**src/rtl/dma_read_arbiter.sv**
```systemverilog
// Round-robin arbiter sharing one weight-memory read port among the layer DMA requesters.
// Whole bursts are serialised: grant, issue to memory, stream beats back, then re-arbitrate.
module dma_read_arbiter #(
    parameter int unsigned N      = 3,
    parameter int unsigned ADDR_W = 32,
    parameter int unsigned LEN_W  = 16
) (
    input  logic                clk,
    input  logic                rst,
    input  logic [N-1:0]        req,
    input  logic [N*ADDR_W-1:0] req_addr,
    input  logic [N*LEN_W-1:0]  req_length,
    output logic [N-1:0]        ack,
    output logic [15:0]         dout,
    output logic [N-1:0]        dout_en,
    output logic [N-1:0]        dout_eop,
    output logic                mem_req,
    output logic [ADDR_W-1:0]   mem_addr,
    output logic [LEN_W-1:0]    mem_length,
    input  logic                mem_ack,
    input  logic [15:0]         mem_dout,
    input  logic                mem_dout_en,
    input  logic                mem_dout_eop,
    output logic [1:0]          err
);

    localparam int unsigned IdxW = (N > 1) ? $clog2(N) : 1;

    typedef enum logic [1:0] {StIdle, StIssue, StStream} state_e;

    state_e              state_q, state_d;
    logic [IdxW-1:0]     prio_q, prio_d;
    logic [IdxW-1:0]     gnt_q, gnt_d;
    logic [ADDR_W-1:0]   addr_q, addr_d;
    logic [LEN_W-1:0]    len_q, len_d;
    logic [LEN_W-1:0]    cnt_q, cnt_d;
    logic                mem_req_q, mem_req_d;
    logic [N-1:0]        ack_q, ack_d;
    logic [15:0]         dout_q, dout_d;
    logic [N-1:0]        dout_en_q, dout_en_d;
    logic [N-1:0]        dout_eop_q, dout_eop_d;
    logic [1:0]          err_q, err_d;

    logic [N-1:0]        eligible;
    logic                any_req;
    logic [IdxW-1:0]     sel;
    logic [IdxW-1:0]     cand;
    logic [N-1:0]        sel_oh;
    logic [N-1:0]        gnt_oh;
    logic [ADDR_W-1:0]   sel_addr;
    logic [LEN_W-1:0]    sel_len;
    logic [LEN_W-1:0]    cnt_inc;

    function automatic logic [IdxW-1:0] next_slot(input logic [IdxW-1:0] s);
        return (32'(s) == N - 1) ? '0 : s + IdxW'(1);
    endfunction

    // A slot being acked this cycle still holds req; keep it out of the next search.
    always_comb begin
        eligible = req & ~ack_q;
        any_req  = 1'b0;
        sel      = '0;
        cand     = '0;
        for (int unsigned k = 0; k < N; k++) begin
            cand = IdxW'((32'(prio_q) + k) % N);
            if (!any_req && eligible[cand]) begin
                any_req = 1'b1;
                sel     = cand;
            end
        end
    end

    assign sel_oh   = N'(1) << sel;
    assign gnt_oh   = N'(1) << gnt_q;
    assign sel_addr = req_addr[32'(sel)*ADDR_W +: ADDR_W];
    assign sel_len  = req_length[32'(sel)*LEN_W +: LEN_W];
    assign cnt_inc  = cnt_q + LEN_W'(1);

    always_comb begin
        state_d    = state_q;
        prio_d     = prio_q;
        gnt_d      = gnt_q;
        addr_d     = addr_q;
        len_d      = len_q;
        cnt_d      = cnt_q;
        mem_req_d  = mem_req_q;
        ack_d      = '0;
        dout_d     = dout_q;
        dout_en_d  = '0;
        dout_eop_d = '0;
        err_d      = err_q;

        unique case (state_q)
            StIdle: begin
                if (any_req) begin
                    gnt_d  = sel;
                    addr_d = sel_addr;
                    len_d  = sel_len;
                    if (sel_len != '0) begin
                        mem_req_d = 1'b1;
                        state_d   = StIssue;
                    end else begin
                        // Empty burst: complete immediately without touching memory.
                        ack_d      = sel_oh;
                        dout_eop_d = sel_oh;
                        prio_d     = next_slot(sel);
                    end
                end
            end
            StIssue: begin
                if (mem_ack) begin
                    mem_req_d = 1'b0;
                    ack_d     = gnt_oh;
                    cnt_d     = '0;
                    state_d   = StStream;
                end
            end
            StStream: begin
                if (mem_dout_en) begin
                    dout_d    = mem_dout;
                    dout_en_d = gnt_oh;
                    cnt_d     = cnt_inc;
                    if (cnt_inc > len_q) begin
                        err_d[0] = 1'b1;
                    end
                    if (mem_dout_eop) begin
                        dout_eop_d = gnt_oh;
                        if (cnt_inc != len_q) begin
                            err_d[0] = 1'b1;
                        end
                        prio_d  = next_slot(gnt_q);
                        state_d = StIdle;
                    end
                end
            end
            default: state_d = StIdle;
        endcase

        if (state_q != StStream && mem_dout_en) begin
            err_d[1] = 1'b1;
        end
    end

    always_ff @(posedge clk) begin
        if (rst) begin
            state_q    <= StIdle;
            prio_q     <= '0;
            gnt_q      <= '0;
            addr_q     <= '0;
            len_q      <= '0;
            cnt_q      <= '0;
            mem_req_q  <= 1'b0;
            ack_q      <= '0;
            dout_q     <= '0;
            dout_en_q  <= '0;
            dout_eop_q <= '0;
            err_q      <= '0;
        end else begin
            state_q    <= state_d;
            prio_q     <= prio_d;
            gnt_q      <= gnt_d;
            addr_q     <= addr_d;
            len_q      <= len_d;
            cnt_q      <= cnt_d;
            mem_req_q  <= mem_req_d;
            ack_q      <= ack_d;
            dout_q     <= dout_d;
            dout_en_q  <= dout_en_d;
            dout_eop_q <= dout_eop_d;
            err_q      <= err_d;
        end
    end

    assign ack        = ack_q;
    assign dout       = dout_q;
    assign dout_en    = dout_en_q;
    assign dout_eop   = dout_eop_q;
    assign mem_req    = mem_req_q;
    assign mem_addr   = addr_q;
    assign mem_length = len_q;
    assign err        = err_q;

endmodule

```
**config.mk**
```make
export PLATFORM = sky130hd
export DESIGN_NAME = dma_read_arbiter
export DESIGN_NICKNAME = d
export VERILOG_FILES = /design/src/rtl/dma_read_arbiter.sv
export SDC_FILE = /design/constraint.sdc
export NUM_CORES = 1
export LEC_CHECK = 0
export BUFFER_PORTS_ARGS = -buffer_cell sky130_fd_sc_hd__buf_2
export CAP_MARGIN = 0
export CORE_AREA = 2 2 128 130
export DETAILED_ROUTE_END_ITERATION = 7
export DIE_AREA = 0 0 130 132
export HOLD_SLACK_MARGIN = 0.15
export PLACE_DENSITY = 0.71
export RECOVER_POWER = 100
export SYNTH_ARGS = -nofsm -noshare
export SYNTH_HDL_FRONTEND = slang
export SYNTH_SLANG_ARGS = --single-unit
```
**constraint.sdc**
```tcl
create_clock -name clk -period 4.1 [get_ports clk]
set_input_delay 0.615 -clock clk [delete_from_list [all_inputs] [get_ports clk]]
set_output_delay 0.615 -clock clk [all_outputs]
set_load 0.005 [all_outputs]
```
# Word level (Yosys, flattened, before mapping)
# Index checks and enable logic that the tools add are counted.
# word_totals
ff_bits,98
input_bits,168
output_inout_bits,76
elab_cells,104
# classes
addsub,5
n_div,3
magnitude_cmp,4
n_eq_ne,12
shifts,4
mux,42
n_bitwise,4
n_reduce_logical,17
# op_table
operator,count
$shiftx A96 B8 Y32,1
$mod A32 B2 Y32 const B,2
$shiftx A48 B7 Y16,1
$mod A2 B2 Y32 const B,1
$mux W16,2
$pmux W16 S2,1
$mux W2,14
$add A16 B1 Y16 const B,1
$gt A16 B16 Y1,1
$ne A16 B16 Y1,1
$reduce_bool A16 Y1,1
$mux W3,5
$ne A2 B2 Y1 const B,7
$mux W1,12
$pmux W3 S2,2
$reduce_and A5 Y1,2
$lt A2 B3 Y1 const B,3
$bmux W1 S2,3
$eq A2 B2 Y1 const B,3
$pmux W2 S3,1
$reduce_bool A2 Y1,3
$shl A1 B2 Y3 const A,2
$add A2 B1 Y2 const B,2
$pmux W2 S2,1
14 further kinds,19

# Depth between registers and ports, before layout
# logic_depth
word_depth,16
ltp_mapped,13
ltp_nobuf,12

# Least setup slack after synthesis
# No wires, ideal clock.
# synth_path
path_type,register to register
startpoint,register cnt_q[0]
endpoint,register err_q[0] (netlist: err[0])
setup_ps,139
t_arrival_ps,2900
required_ps,3961
path_slack_ps,1061
path_stages_with_launch,14
n_path_buf,1
synth_period_minus_slack_ps,3039
cell_sequence,dfxtp_1 -> ha_1 -> nand3_1 -> nor3_1 -> and3_1 -> clkbuf_1 -> xor2_1 -> ha_1 -> a21o_1 -> a21oi_1 -> o21ai_0 -> a21o_1 -> a2111oi_0 -> a211oi_1
# synth_between
elab_chain_len,5
elab_cells_between_ends,6
cone_classes,1 x add/sub; 1 x order compare; 1 x eq/ne; 3 x mux
# synth_lines
item,line_no,text
start: declaration,36,"logic [LEN_W-1:0] cnt_q, cnt_d;"
start signal: assignment,164,cnt_q <= cnt_d;
$add A16 B1 Y16 (*),77,assign cnt_inc = cnt_q + LEN_W'(1);
$gt A16 B16 Y1,123,if (cnt_inc > len_q) begin
$mux W1,123,
$mux W1,128,if (cnt_inc != len_q) begin
$mux W1 (*),126,if (mem_dout_eop) begin
end signal: assignment,170,err_q <= err_d;
end: declaration,42,"logic [1:0] err_q, err_d;"
# Mark *: on every way between the ends. The rest lies on a longest branch, timed or not.
# A chain may end at the register's enable or synchronous reset.

# Worst setup path after layout
# layout_path
startpoint,register prio_q[0]
endpoint,register prio_q[0]
# layout_between
elab_chain_len,15
elab_cells_between_ends,32
cone_classes,3 x add/sub; 3 x div; 3 x eq/ne; 1 x shift; 16 x mux; 6 x reduce/logical
# layout_lines
item,line_no,text
start: declaration,32,"logic [IdxW-1:0] prio_q, prio_d;"
start signal: assignment,160,prio_q <= prio_d;
"parallel branches: the longest is 15 deep, another holds $mod A32 B2 Y32",--,
# Parallel ways; which one is timed is not known. The select of a mux whose other input is x is not followed.

==> reports/results.txt <==
Switching portion of total power - 39.7%
Crit end category - register
Clock latency on the worst-skew pair - 0.35 ns
Mapped Area - 5430 µm²
Slew Limit Headroom - 0.526%
Largest net degree at the start of global routing - 52
Pins Over Slew Limit - 0
Routed wire length - 17.5 mm
Hold Vio Cnt, Final - 0
Post-cts hold buffer count - 0
Die Ht - 132 µm
Core ar. - 15700 µm²
CTS sink cnt - 98
First drt pass iteration count - 5
All-Layer GR Usage - 20.5%
GRT Max-Usage Layer - met2
Final Wtd Congestion - 0.842
Tmin final - 3.47 ns
Worst hold start - dout[3]$_SDFFE_PP0P_
Worst endpoint required time - 4.33 ns
GRT met3 Usage - 4.87%
Initial DRC Count - 277
Global-route met2 utilization - 34.1%
Crit path largest cell delay - 0.65 ns
Final hold slack - 0.451 ns
Int Pwr - 0.00272 W
Number of synthesized flops with an enable pin - 0
Setup crit start - prio_q[0]$_SDFFE_PP0P_
Yosys reg bits - 98
Failing checks - capacitance limit
Filler cells - 1605
Final Total Pwr - 0.00451 W
Number of I/O port buffers - 243
Sequential share of the synthesized area - 36.1%
Share of the synthesized area in the top cell type - 36.1%
Final Util - 44.8%
CP max-delay cell - a31oi_1
Reg-to-reg startpoint - prio_q[0]$_SDFFE_PP0P_
WS Path Type - reg -> reg
Setup crit start kind - register
Logic gate share of total power - 46.9%
Pwr per Cell Area - 640 nW/µm²
Antenna violations before repair - 3
Net Sw Power - 0.00179 W
Count leader, synth - nand2_1
Leakage power - 3.25 nW
First-pass GRT wire length - 27.5 mm
Clock-pin slew on the worst setup and hold paths - 0.07 ns
Met1 usage - 24.9%
Status - finished with violations
Clock skew - 0.00969 ns
CTS resizes - 0
HPWL after DPL - 13.7 mm
Syn_nets - 836
Asr flop ratio synth - 0%
Yosys cell types - 56
Share of cells above drive strength 1 - 25.8%
Final setup margin - 0.634 ns
Hold Crit Class - reg -> reg
Post-CTS Setup Inserts - 0
Critical-path cell list - inv_1 -> ha_1 -> or4b_1 -> o21a_1 -> a31oi_1 -> mux2_1 -> a31oi_1 -> mux2_1
# nets final - 1058
Achievable Freq - 288 MHz
Synth-to-layout area growth - 29.7%
Worst path bufs/invs - 1
Maxcap violations - 1
Setup_tns - 0 ns
Final setup vio count - 0
Max H-tree Level - 3
Syn Inst Count - 648
CTS tree - built
Initial Utilization - 34.6%
Vias - 5524
Most frequent cells after synthesis - nand2_1, dfxtp_1, a22o_1, mux2i_1, o21ai_0
Vias in the first global route - 5259
Die area - 17200 µm²
Detail Route Antenna Nets - 0
Slew of the pin with the lowest slew margin - 1.49 ns
Synth top area cells - dfxtp_1, mux2i_1, a22o_1
Sequential share of power - 32.4%
RSZ-0062 raised after global routing - false
Crit share post-route - 84.5%
Peak supply drop - 266 µV
CP arrival - 3.70 ns
Grt ovf - 0
Die Wd - 130 µm
Cts bufs inserted - 9
Vias per cell - 5.05
Ys flop type - dfxtp_1
CP max FO - 10
Area leader, netlist - dfxtp_1
Row cnt - 46
# IOs - 244
Mean post-synth cell area - 8.38 µm²
Clock Tree Buf Depth - 2
Clock power frac - 20.6%
Root Buffer - clkbuf_16
CP top delay family - compound AO/OA/AOI/OAI gates
Yosys warning count - 0
DRC - 0
Setup WS pre-CTS - 0.865 ns
WL/cell - 16.0 µm
metrics by stage:
| step | std cells | instance area (µm²) |
|---|---|---|
| 6_report | 1093 | 7050 |
| 5_1_grt | 1093 | 7050 |
| 4_1_cts | 1091 | 7160 |
| 3_5_place_dp | 1075 | 6850 |
| 3_3_place_gp | 1075 | 6850 |
| 2_1_floorplan | 648 | 5430 |
area by class of cell:
class | instances | area (µm²) | area share (%)
diodes | 2 | 5.00 | 0.0710
inverters | 21 | 78.8 | 1.12
clock inverters | 5 | 86.3 | 1.23
repair buffers | 253 | 1250 | 17.8
clock buffers | 11 | 233 | 3.30
multi-input cells | 487 | 3160 | 44.8
well taps | 216 | 270 | 3.84
flip-flops and latches | 98 | 1960 | 27.8
final timing paths:
kind	slack (ns)	depth (start not counted)	endpoint
worst max register to register	0.63	8	prio_q[0]$_SDFFE_PP0P_
worst min-delay path	0.45	2	dout[3]$_SDFFE_PP0P_
worst max-delay path	0.63	8	prio_q[0]$_SDFFE_PP0P_
worst min register to register	0.45	2	dout[3]$_SDFFE_PP0P_
sequential cells by signal, summed over array words and instances (netlist names):
| register | flops |
|---|---|
| err | 2 |
| mem_length | 16 |
| ack | 3 |
| state_q | 2 |
| mem_req | 1 |
| dout | 16 |
| dout_en | 3 |
| cnt_q | 16 |
| gnt_q | 2 |
| prio_q | 2 |
| mem_addr | 32 |
| dout_eop | 3 |
power groups by stage:
| stage | Combinational, W | Sequential (W) | Clock (W) |
|---|---|---|---|
| final | 0.00212 | 0.00146 | 0.000931 |
| after global routing | 0.00238 | 0.00150 | 0.000987 |
| after CTS | 0.00224 | 0.00146 | 0.000956 |
| after detailed placement | 0.00224 | 0.00147 | 0 |
| after global placement | 0.00221 | 0.00147 | 0 |
| after floorplan | 0.00149 | 0.00145 | 0 |
tightest hold or removal path: cells and delay by family, from the launching register on:
kind,cells,cell delay (ns)
compound gates,1,0.05
flops,1,0.31
simple gates,1,0.05
kinds of logic after synthesis:
logic type / after synthesis / share of synthesized area, %
compound gates: 183 / 23.3
xor+xnor: 14 / 2.26
simple gates: 219 / 19.0
mux: 51 / 9.53
buf+inv: 63 / 5.16
fa+ha+maj: 20 / 4.61
flops: 98 / 36.1
per-layer routing:
metal / up-vias / wire, µm / share of wire [%]
met5: - / 0 / 0
met4: 0 / 616 / 3.5
met3: 30 / 1150 / 6.6
met2: 204 / 8290 / 47
met1: 2517 / 7480 / 43
li1: 2773 / - / -
layout by cell type (no fill, tap or decap), drive strengths merged, types with 16 or more instances in the layout:
cell type	instances
buf	200
nand2	104
dfxtp	98
clkbuf	64
o21ai	64
mux2i	48
a22o	48
nor2	40
a21oi	35
inv	23
ha	20
nor4	16
Note: power is estimated with default switching activity, not from simulation.
